File: src/rtl/message_scroller.sv
// message_scroller
//   Scrolls a DIGITS-character window across a writable MSG_LEN-character
//   message. The window start (index) advances on a scroll-period tick when
//   auto_en is high, and on every rising edge of the step input.
//
// Ports
//   clk      in   single clock, rising edge
//   reset    in   synchronous, active-high; restores index, counter, step
//                 history, the default message and the default window
//   auto_en  in   1 = advance on period tick, 0 = advance on step only
//   dir      in   0 = index increments, 1 = index decrements
//   step     in   level input; each sampled 0->1 transition requests one advance
//   wr_en    in   message write strobe
//   wr_addr  in   message write address (values >= MSG_LEN ignored)
//   wr_data  in   message write data
//   chars    out  registered window, slice k at [(DIGITS-k)*CHAR_W-1 -: CHAR_W]
//   index    out  registered window start position
//   tick     out  pulse in the cycle the period counter equals TICK_MAX
module message_scroller #(
  parameter int MSG_LEN  = 16,
  parameter int DIGITS   = 4,
  parameter int CHAR_W   = 4,
  parameter int TICK_MAX = 3125000,
  localparam int AW = (MSG_LEN > 1) ? $clog2(MSG_LEN) : 1,
  localparam int CW = $clog2(TICK_MAX + 1)
) (
  input  logic                       clk,
  input  logic                       reset,
  input  logic                       auto_en,
  input  logic                       dir,
  input  logic                       step,
  input  logic                       wr_en,
  input  logic [AW-1:0]              wr_addr,
  input  logic [CHAR_W-1:0]          wr_data,
  output logic [DIGITS*CHAR_W-1:0]   chars,
  output logic [AW-1:0]              index,
  output logic                       tick
);

  logic [CW-1:0]              cnt_q, cnt_d;
  logic [AW-1:0]              index_q, index_d;
  logic                       step_q, step_d;
  logic [CHAR_W-1:0]          mem_q [MSG_LEN];
  logic [CHAR_W-1:0]          mem_d [MSG_LEN];
  logic [DIGITS*CHAR_W-1:0]   chars_q, chars_d;
  logic                       tick_w;
  logic                       advance;

  // Modular add with one extra bit of headroom; both operands are below
  // MSG_LEN, so a single conditional subtract gives an exact wrap.
  function automatic logic [AW-1:0] mod_add(input logic [AW:0] a, input logic [AW:0] b);
    logic [AW:0] sum;
    sum = a + b;
    if (sum >= (AW+1)'(MSG_LEN)) sum = sum - (AW+1)'(MSG_LEN);
    return sum[AW-1:0];
  endfunction

  always_comb begin
    tick_w  = (cnt_q == CW'(TICK_MAX));
    cnt_d   = tick_w ? '0 : cnt_q + CW'(1);
    step_d  = step;
    // A tick and a step edge together still count as a single advance.
    advance = (tick_w && auto_en) || (step && !step_q);

    index_d = index_q;
    if (advance) begin
      if (dir) index_d = mod_add({1'b0, index_q}, (AW+1)'(MSG_LEN - 1));
      else     index_d = mod_add({1'b0, index_q}, (AW+1)'(1));
    end

    mem_d = mem_q;
    if (wr_en && ({1'b0, wr_addr} < (AW+1)'(MSG_LEN))) mem_d[wr_addr] = wr_data;

    // Window is built from the pre-update index and memory, so it trails
    // index changes and writes by one cycle.
    chars_d = '0;
    for (int k = 0; k < DIGITS; k++) begin
      chars_d[(DIGITS-k)*CHAR_W-1 -: CHAR_W] = mem_q[mod_add({1'b0, index_q}, (AW+1)'(k))];
    end
  end

  always_ff @(posedge clk) begin
    if (reset) begin
      cnt_q   <= '0;
      index_q <= '0;
      step_q  <= 1'b0;
      for (int i = 0; i < MSG_LEN; i++) mem_q[i] <= CHAR_W'(i);
      for (int k = 0; k < DIGITS; k++) chars_q[(DIGITS-k)*CHAR_W-1 -: CHAR_W] <= CHAR_W'(k);
    end else begin
      cnt_q   <= cnt_d;
      index_q <= index_d;
      step_q  <= step_d;
      mem_q   <= mem_d;
      chars_q <= chars_d;
    end
  end

  assign chars = chars_q;
  assign index = index_q;
  assign tick  = tick_w;

endmodule

File: config.mk
export PLATFORM = sky130hd
export DESIGN_NAME = message_scroller
export DESIGN_NICKNAME = d
export VERILOG_FILES = /design/src/rtl/message_scroller.sv
export SDC_FILE = /design/constraint.sdc
export NUM_CORES = 1
export LEC_CHECK = 0
export CAP_MARGIN = 30
export CORE_MARGIN = 3
export CORE_UTILIZATION = 64
export CTS_CLUSTER_SIZE = 40
export DETAILED_ROUTE_END_ITERATION = 8
export PLACE_DENSITY = 0.91
export SKIP_CTS_REPAIR_TIMING = 1
export SLEW_MARGIN = 20
export SYNTH_ARGS = -nofsm -noshare
export SYNTH_HDL_FRONTEND = slang
export SYNTH_SLANG_ARGS = --single-unit
File: constraint.sdc
create_clock -name clk -period 8.1 [get_ports clk]
set_clock_uncertainty 0.1 [all_clocks]
set_input_delay 2.43 -clock clk [delete_from_list [all_inputs] [get_ports clk]]
set_output_delay 2.43 -clock clk [all_outputs]
set_load 0.01 [all_outputs]
==> results.cfg, run 1 <==
[power_and_ir_drop]
ir_drop_mv = 0.1108
power_density_nw_per_um2 = 169.7
leakage_uw = 0.002297

[clocking]
path_clk_slew_ns = 0.09
cts_root_buf = clkbuf_8
numCtsBuffers = 9
clock_sinks = 107
insertion_delay_ns = 0.39
cts.path.max_buffers = 2
cts_tree = yes
cts_max_level = 3

[global_route]
track_usage = 0.3105
grt_use_met1 = 0.4046
grt_max_degree = 59
met2_usage = 0.4991
antenna_found_initial = 0
grt_pass1_vias = 4990
grt_first_pass_wirelength_mm = 26.66
grt_overflow = 0
busiest_layer = met2
grt_util_met3 = 0.07945

[floorplan]
num_rows = 35
die_area_um2 = 10790
die_h_um = 103.9
core_um2 = 9284
ios = 35
start_util = 0.6605
die_w_um = 103.9

[setup_path]
slowest_stage = or4_1
rr_worst_depth = 7
critPathBufInv = 1
cpPeakStageDelay_ns = 0.57
timing.rr.start = index[0]
cp-end-kind = output pin
crit_fanout = 7
worstPathRequired_ns = 5.57
cp.depth = 4
path_cells = or4_1 > or4_4 > nor2_1 > clkdlybuf4s50_1
critical_path_class = flop to output pin
r2r_end = chars[1]
path_delay_family = simple AND/OR/NAND/NOR gates
cp.arrival_ns = 2.57
startpoint = cnt_q[2]
worst_setup_path_start_kind = flop
r2r_slack_ns = 4.50

[detailed_routing]
via_per_inst = 7.048
vias = 5251
drc = 0
ant_nets = 0
drt_iter0_markers = 831
wl_per_cell_um = 22.09
wirelength_mm = 16.46
dr.pass1.iters = 6

[synth]
synthCells = 602
muxShareOfSynthArea = 0.3195
synth_area_per_cell_um2 = 10.19
synthDistinctLibCells = 42
synth-compound-area-share = 0.08794
syn-num-nets = 624
ys.flop_type = dfxtp_1
syn-cell-area_um2 = 6132
synth_xor_area_frac = 0.02428
synth-adder-area-share = 0.01632
ys_ff_latch = 107
yosys_warnings = 0
synth_edf_count = 0
synth-simple-area-share = 0.1657
synthArstFlopShare = 0
synth_top_family_by_area = multiplexers
ys_seq_area_frac = 0.3493

[timing]
setup_viol = 0
relSlewSlack = 0.3779
fmax_ghz = 0.1961
min_period_ns = 5.100
worst_pin_slew_ns = 0.9275
rsz0062_at_grt = false
timing.final.max_slew_violations = 0
final-hold-violation-count = 0
fin_setup_tns_ns = 0
post-route-period-util = 0.6296

[place]
dpl.hpwl_mm = 11.55
io_buffer_count = 34
postPlaceCellArea_um2 = 6505
gp_congestion = 0.9185

[layout]
nFillCells = 640
num_antenna_cells = 0
layout-drive-gt1-share = 0.1705
final_util = 0.7221
multi_input_area_um2 = 3764
finalNetCount = 633
area_growth_pct = 9.325
regArea_um2 = 2146
stdcell_area_um2 = 6704

[outcome]
outcome = completed

[worst_hold_path]
hold_end = cnt_q[0]
min_path_type = flop to flop
hp-start = cnt_q[0]
hold_depth = 1

[job]
max-cap-violations = 0
## stage by stage
| step | hold slack, ns | instances | worst slack, ns | power (uW) |
|---|---|---|---|---|
| after global routing | 0.4265 | 745 | 2.937 | 1179 |
| final | 0.3957 | 745 | 3.000 | 1137 |
| after detailed placement | 0.3766 | 728 | 2.710 | 834.3 |
| after CTS | 0.3971 | 744 | 3.002 | 1130 |
| after global placement | 0.3488 | 727 | 2.857 | 820.6 |
| after floorplan | 0.3373 | 602 | 3.967 | 751.3 |
## worst max path at each step
stage / slack, ns / to
floorplan: 3.97 / tick
global placement: 2.86 / cnt_q[8]
detailed placement: 2.71 / cnt_q[19]
CTS: 3.00 / tick
global route: 2.94 / tick
finish: 3.00 / tick
## state kept, by name, summed over array words and instances (netlist names)
register / count
mem_q: 64
cnt_q: 22
chars: 16
index: 4
step_q: 1
## layout by cell type, fill, tap and decap left out, types with 5 or more instances in the layout
master	count
mux4_2	65
or2_2	8
clkdlybuf4s50_1	33
nand4_1	8
xnor2_1	8
ha_1	8
nand3_1	29
nand3b_1	12
o22ai_1	8
nand2_1	65
dfxtp_1	106
or3_1	5
nand2b_1	5
o21ai_0	39
a21oi_1	28
nor2_1	47
clkbuf_8	10
or4_1	8
and2_1	5
xor2_1	9
mux2i_1	45
o31ai_1	7
inv_1	10
## final cells by class
type                       instances  area share
clock buffer                      12     0.02165
clock inverter                     4    0.003919
inverter                          13    0.007279
multi-input combinational        440      0.5614
sequential                       107      0.3201
tap                              129     0.02408
timing repair buffer              40     0.06159
## kinds of logic after synthesis
logic type / Yosys count
muxes: 114
DFF: 107
and+or+nand+nor: 207
adders and majority gates: 8
AOI/OAI and AO/OA: 94
xor gates and xnor gates: 17
buffers and inverters: 55
## per-layer routing
layer / part of all wire / vias up
met4: 0.036 / 0
met3: 0.14 / 68
li1: - / 2263
met2: 0.48 / 421
met1: 0.35 / 2499
met5: 0 / -
## synth_stat cells (2+ instances only)
cell type | n | share of area
a211oi_1 | 4 | 0.0049
a21oi_1 | 28 | 0.023
a311oi_1 | 2 | 0.0029
and2_1 | 5 | 0.0051
and4_1 | 3 | 0.0043
buf_1 | 4 | 0.0024
buf_2 | 13 | 0.011
clkbuf_1 | 24 | 0.015
dfxtp_1 | 107 | 0.35
ha_1 | 8 | 0.016
inv_1 | 10 | 0.0061
inv_2 | 2 | 0.0012
mux2_2 | 4 | 0.0073
mux2i_1 | 45 | 0.073
mux4_2 | 65 | 0.24
nand2_1 | 65 | 0.040
nand2b_1 | 5 | 0.0051
nand3_1 | 29 | 0.024
nand3b_1 | 12 | 0.015
nand4_1 | 8 | 0.0082
nor2_1 | 47 | 0.029
nor2b_1 | 4 | 0.0041
nor3_1 | 4 | 0.0033
o211ai_1 | 2 | 0.0024
o21ai_0 | 39 | 0.032
o22ai_1 | 8 | 0.0082
o31ai_1 | 7 | 0.0086
or2_2 | 8 | 0.0082
or3_1 | 5 | 0.0051
or4_1 | 8 | 0.0098
xnor2_1 | 8 | 0.011
xor2_1 | 9 | 0.013
## report_power, final
group,leakage (uW),switching [uW],internal (uW)
Clock,0.0000863,186,120
Combinational,0.00134,141,133
Sequential,0.000869,14.4,543
Total,0.00230,341,796
Power figures use the tool's default switching activity.
==> run 2, diff against run 1 <==
- CORE_UTILIZATION: 64 -> 60
- PLACE_DENSITY: 0.91 -> 0.86
- clock period: 8.1 -> 5 ns (I/O delays scaled with it)
==> run 2 against run 1 <==
Against the previous run:
- combinational power increased by 52%
- highest routed layer unchanged
- critical path type unchanged
- largest cell class unchanged
- critical path depth stayed put
- largest power group unchanged
- critical endpoint unchanged
- non-clock buffer count fell by 2
==> results.cfg, run 2 (same netlist as run 1, synthesis figures left out) <==
[outcome]
outcome = completed

[power_and_ir_drop]
swShare = 0.2920
power_density_nw_per_um2 = 280.7
power_frac_clock = 0.298
p_switching_uw = 549.3
p_int_uw = 1332
seqPwrFrac = 0.481
ir_drop_mv = 0.2038
comb_power_share = 0.221
leakage_uw = 0.002296

[worst_hold_path]
min_path_type = flop to flop
hp-start = cnt_q[21]
hold_end = cnt_q[21]
hold_depth = 2

[layout]
layout-drive-gt1-share = 0.1694
largest_register = mem_q
final_util = 0.6792
multi_input_area_um2 = 3764
mostFrequentLayoutCell = dfxtp_1
nFillCells = 735
area_growth_pct = 9.263
largest_reg_flops = 64
num_antenna_cells = 0
regArea_um2 = 2146
finalNetCount = 631
final_cell_mix = dfxtp_1 (106), nand2_1 (65), mux4_2 (65)

[detailed_routing]
drt_iter0_markers = 760
wirelength_mm = 15.36
drc = 0
dr.pass1.iters = 7
via_per_inst = 6.817
wl_per_cell_um = 20.56
ant_nets = 0
vias = 5092

[setup_path]
rr_worst_depth = 7
crit_fanout = 7
timing.rr.start = index[1]
worstPathRequired_ns = 3.40
path_cells = or4_1 > or4_4 > nor2_1 > clkdlybuf4s50_1
cpPeakStageDelay_ns = 0.58
critical_path_class = flop to output pin
worst_setup_path_start_kind = flop
cp.arrival_ns = 2.55
slowest_stage = or4_1
cp-end-kind = output pin
r2r_slack_ns = 1.66
critPathBufInv = 1
r2r_end = chars[0]
cp.depth = 4
path_delay_family = simple AND/OR/NAND/NOR gates

[job]
max-cap-violations = 0

[timing]
post-route-period-util = 0.8306
final-hold-violation-count = 0
setup_viol = 0
relSlewSlack = 0.3633
worst_hold_slack_ns = 0.3885
fin_setup_tns_ns = 0
worst_pin_slew_ns = 0.9492
fmax_ghz = 0.2408
rsz0062_at_grt = false
timing.final.max_slew_violations = 0
min_period_ns = 4.153

[clocking]
path_clk_slew_ns = 0.10
cts.path.max_buffers = 2
cts_tree = yes
clock_sinks = 107
numCtsBuffers = 9
insertion_delay_ns = 0.40
cts_root_buf = clkbuf_8
cts_max_level = 3

[place]
gp_congestion = 0.8956
dpl.hpwl_mm = 10.97
io_buffer_count = 34

[global_route]
grt_first_pass_wirelength_mm = 25.43
grt_pass1_vias = 4734
track_usage = 0.2840
antenna_found_initial = 0
grt_overflow = 0
grt_max_degree = 69

[floorplan]
ios = 35
die_h_um = 107.1
core_um2 = 9864
die_area_um2 = 11470
num_rows = 36
die_w_um = 107.1
start_util = 0.6216
[run 2: how the worst max path moves through the flow]
stage / start / endpoint / slack (ns)
after CTS: cnt_q[2] / tick / 0.84
after global placement: cnt_q[2] / tick / 1.30
after floorplan: index[1] / chars[0] / 1.40
after detailed placement: wr_en / mem_q[51] / 1.23
after global routing: cnt_q[2] / tick / 0.75
final: cnt_q[2] / tick / 0.85
[run 2: cell type report]
class,instances,share of cell area
multi-input cells,440,0.5617
flip-flops and latches,107,0.3203
repair buffers,38,0.05509
well taps,133,0.02484
clock buffers,10,0.01905
clock inverters,6,0.01176
inverters,13,0.007283
[run 2: worst reg2reg max path, delay by kind of cell, from the launching register on]
kind          cells  cell delay [ns]
fa+ha+maj         1             0.79
buf+inv           3             0.94
flops             1             0.32
mux               2             0.82
simple gates      1             0.28
[run 2: power groups by stage]
stage | registers (uW) | clock network [uW] | logic [uW]
3_5_place_dp | 924 | 0 | 411
4_1_cts | 904 | 564 | 413
2_1_floorplan | 924 | 0 | 293
5_1_grt | 908 | 606 | 445
6_report | 905 | 561 | 415
3_3_place_gp | 921 | 0 | 400
[run 2: per-layer routing]
layer | global-route usage | share of wire
met4 | 0.08767 | 0.020
met3 | 0.07405 | 0.12
met1 | 0.3969 | 0.39
met2 | 0.4357 | 0.47
met5 | 0 | 0
[run 2: per-stage QoR]
step	cell area [um^2]	power, uW	setup WS [ns]	cells
after floorplan	6132	1217	1.398	602
after global placement	6490	1320	1.297	731
after detailed placement	6490	1335	1.231	731
after CTS	6696	1881	0.8381	747
after global routing	6700	1959	0.7461	747
final	6700	1881	0.8470	747
==> run 3, diff against run 2 <==
- CORE_UTILIZATION: 60 -> 54
- PLACE_DENSITY: 0.86 -> 0.82
- clock period: 5 -> 3.6 ns (I/O delays scaled with it)
==> run 3 against run 2 <==
Against the previous run:
- clock-buffer cell count decreased by 1
- die area rose by 10%
- final cell count is 2.3% higher
- combinational power grew 40%
- sequential cell count stayed put
- sequential share of layout area shrank 0.87 points
- routed wire length up 6.3%
- largest power group unchanged
- highest routed layer unchanged
- critical path depth is the same
- clock power is 85% higher
==> results.cfg, run 3 (same netlist as run 1, synthesis figures left out) <==
[timing]
relSlewSlack = 0.4312
final-hold-violation-count = 0
worst_pin_slew_ns = 0.8530
rsz0062_at_grt = false
min_period_ns = 3.293
post-route-period-util = 0.9146
timing.final.max_slew_violations = 0
setup_viol = 0
fmax_ghz = 0.3037
worst_hold_slack_ns = 0.3926

[floorplan]
die_h_um = 112.6
die_area_um2 = 12670
die_w_um = 112.6
core_um2 = 10980
ios = 35
start_util = 0.5583
num_rows = 38

[setup_path]
startpoint = cnt_q[2]
crit_fanout = 7
r2r_end = chars[8]
critical_path_class = flop to output pin
worstPathRequired_ns = 2.42
timing.rr.start = index[0]
critPathBufInv = 1
rr_worst_depth = 6
path_cells = or4_1 > or4_4 > nor2_1 > dlymetal6s2s_1
worst_setup_path_start_kind = flop
cp.depth = 4
cp-end-kind = output pin
cpPeakStageDelay_ns = 0.56
r2r_slack_ns = 0.60
slowest_stage = or4_1
cp.arrival_ns = 2.11
path_delay_family = simple AND/OR/NAND/NOR gates

[detailed_routing]
ant_nets = 0
wirelength_mm = 16.33
drc = 0
wl_per_cell_um = 21.38
drt_iter0_markers = 610
vias = 5183
via_per_inst = 6.784
dr.pass1.iters = 5

[layout]
final_util = 0.6275
nFillCells = 854
mostFrequentLayoutCell = dfxtp_1
layout-drive-gt1-share = 0.1859
area_growth_pct = 12.39
finalNetCount = 641
num_antenna_cells = 0
largest_register = mem_q
final_cell_mix = dfxtp_1 (105), nand2_1 (65), mux4_2 (65)
largest_reg_flops = 64
stdcell_area_um2 = 6892

[place]
gp_congestion = 0.9305
postPlaceCellArea_um2 = 6566
dpl.hpwl_mm = 11.17
io_buffer_count = 34

[global_route]
antenna_found_initial = 0
grt_max_degree = 58
grt_first_pass_wirelength_mm = 26.57
grt_overflow = 0
track_usage = 0.2663
grt_pass1_vias = 5121

[worst_hold_path]
hold_end = cnt_q[21]
hp-start = cnt_q[21]
min_path_type = flop to flop
hold_depth = 2

[power_and_ir_drop]
ir_drop_mv = 0.5000
power_density_nw_per_um2 = 418.3
leakage_uw = 0.002410

[clocking]
cts_root_buf = clkbuf_16
cts_tree = yes
path_clk_slew_ns = 0.08
numCtsBuffers = 9
cts_max_level = 3
insertion_delay_ns = 0.36
cts.path.max_buffers = 2
clock_sinks = 107

[job]
max-cap-violations = 0

[outcome]
outcome = completed
[run 3: cell count changes in the layout (fill, tap and decap cells not counted), sizes merged]
| cell | before | now |
|---|---|---|
| buf | 5 | 15 |
| bufinv | 1 | 0 |
| clkdlybuf4s50 | 33 | 32 |
| clkinv | 2 | 4 |
| clkbuf | 10 | 9 |
| dlymetal6s2s | 0 | 1 |
[run 3: tightest hold or removal path, cell delays in order, from the launching register on]
cell and delay (ns):
dfxtp_1 0.33, o31ai_1 0.06, a21oi_1 0.05
[run 3: layout make-up]
| cell class | instances | area [um^2] | area share |
|---|---|---|---|
| multi-input cells | 440 | 3764 | 0.5461 |
| flip-flops and latches | 107 | 2147 | 0.3115 |
| repair buffers | 48 | 440.4 | 0.06391 |
| clock buffers | 9 | 225.2 | 0.03268 |
| well taps | 140 | 175.2 | 0.02542 |
| clock inverters | 7 | 91.34 | 0.01325 |
| inverters | 13 | 48.80 | 0.007081 |
[run 3: how the worst max path moves through the flow]
stage               end  slack, ns
4_1_cts            tick      -0.11
3_3_place_gp       tick       0.32
2_1_floorplan  chars[8]       0.06
5_1_grt            tick       0.25
6_report           tick       0.31
3_5_place_dp       tick       0.30
[run 3: per-stage QoR]
step / total power [uW] / instances / worst slack (ns) / TNS, ns
finish: 2883 / 764 / 0.3073 / 0
floorplan: 1691 / 602 / 0.06266 / 0
global placement: 1843 / 747 / 0.3224 / 0
CTS: 2878 / 763 / -0.1080 / -0.1080
detailed placement: 1859 / 747 / 0.2985 / 0
global route: 2983 / 764 / 0.2545 / 0
[run 3: where the power goes]
group	total, uW	switching, uW	internal [uW]
clock network	1040	530	505
registers	1270	46.6	1220
logic	579	283	297
total	2880	859	2020
[run 3: metal layers]
metal  up-vias  track usage  share of wire
met3        53       0.1019           0.12
met4         0      0.08734          0.027
li1       2282            -              -
met5         -            0              0
met2       344       0.4076           0.47
met1      2504       0.3502           0.38
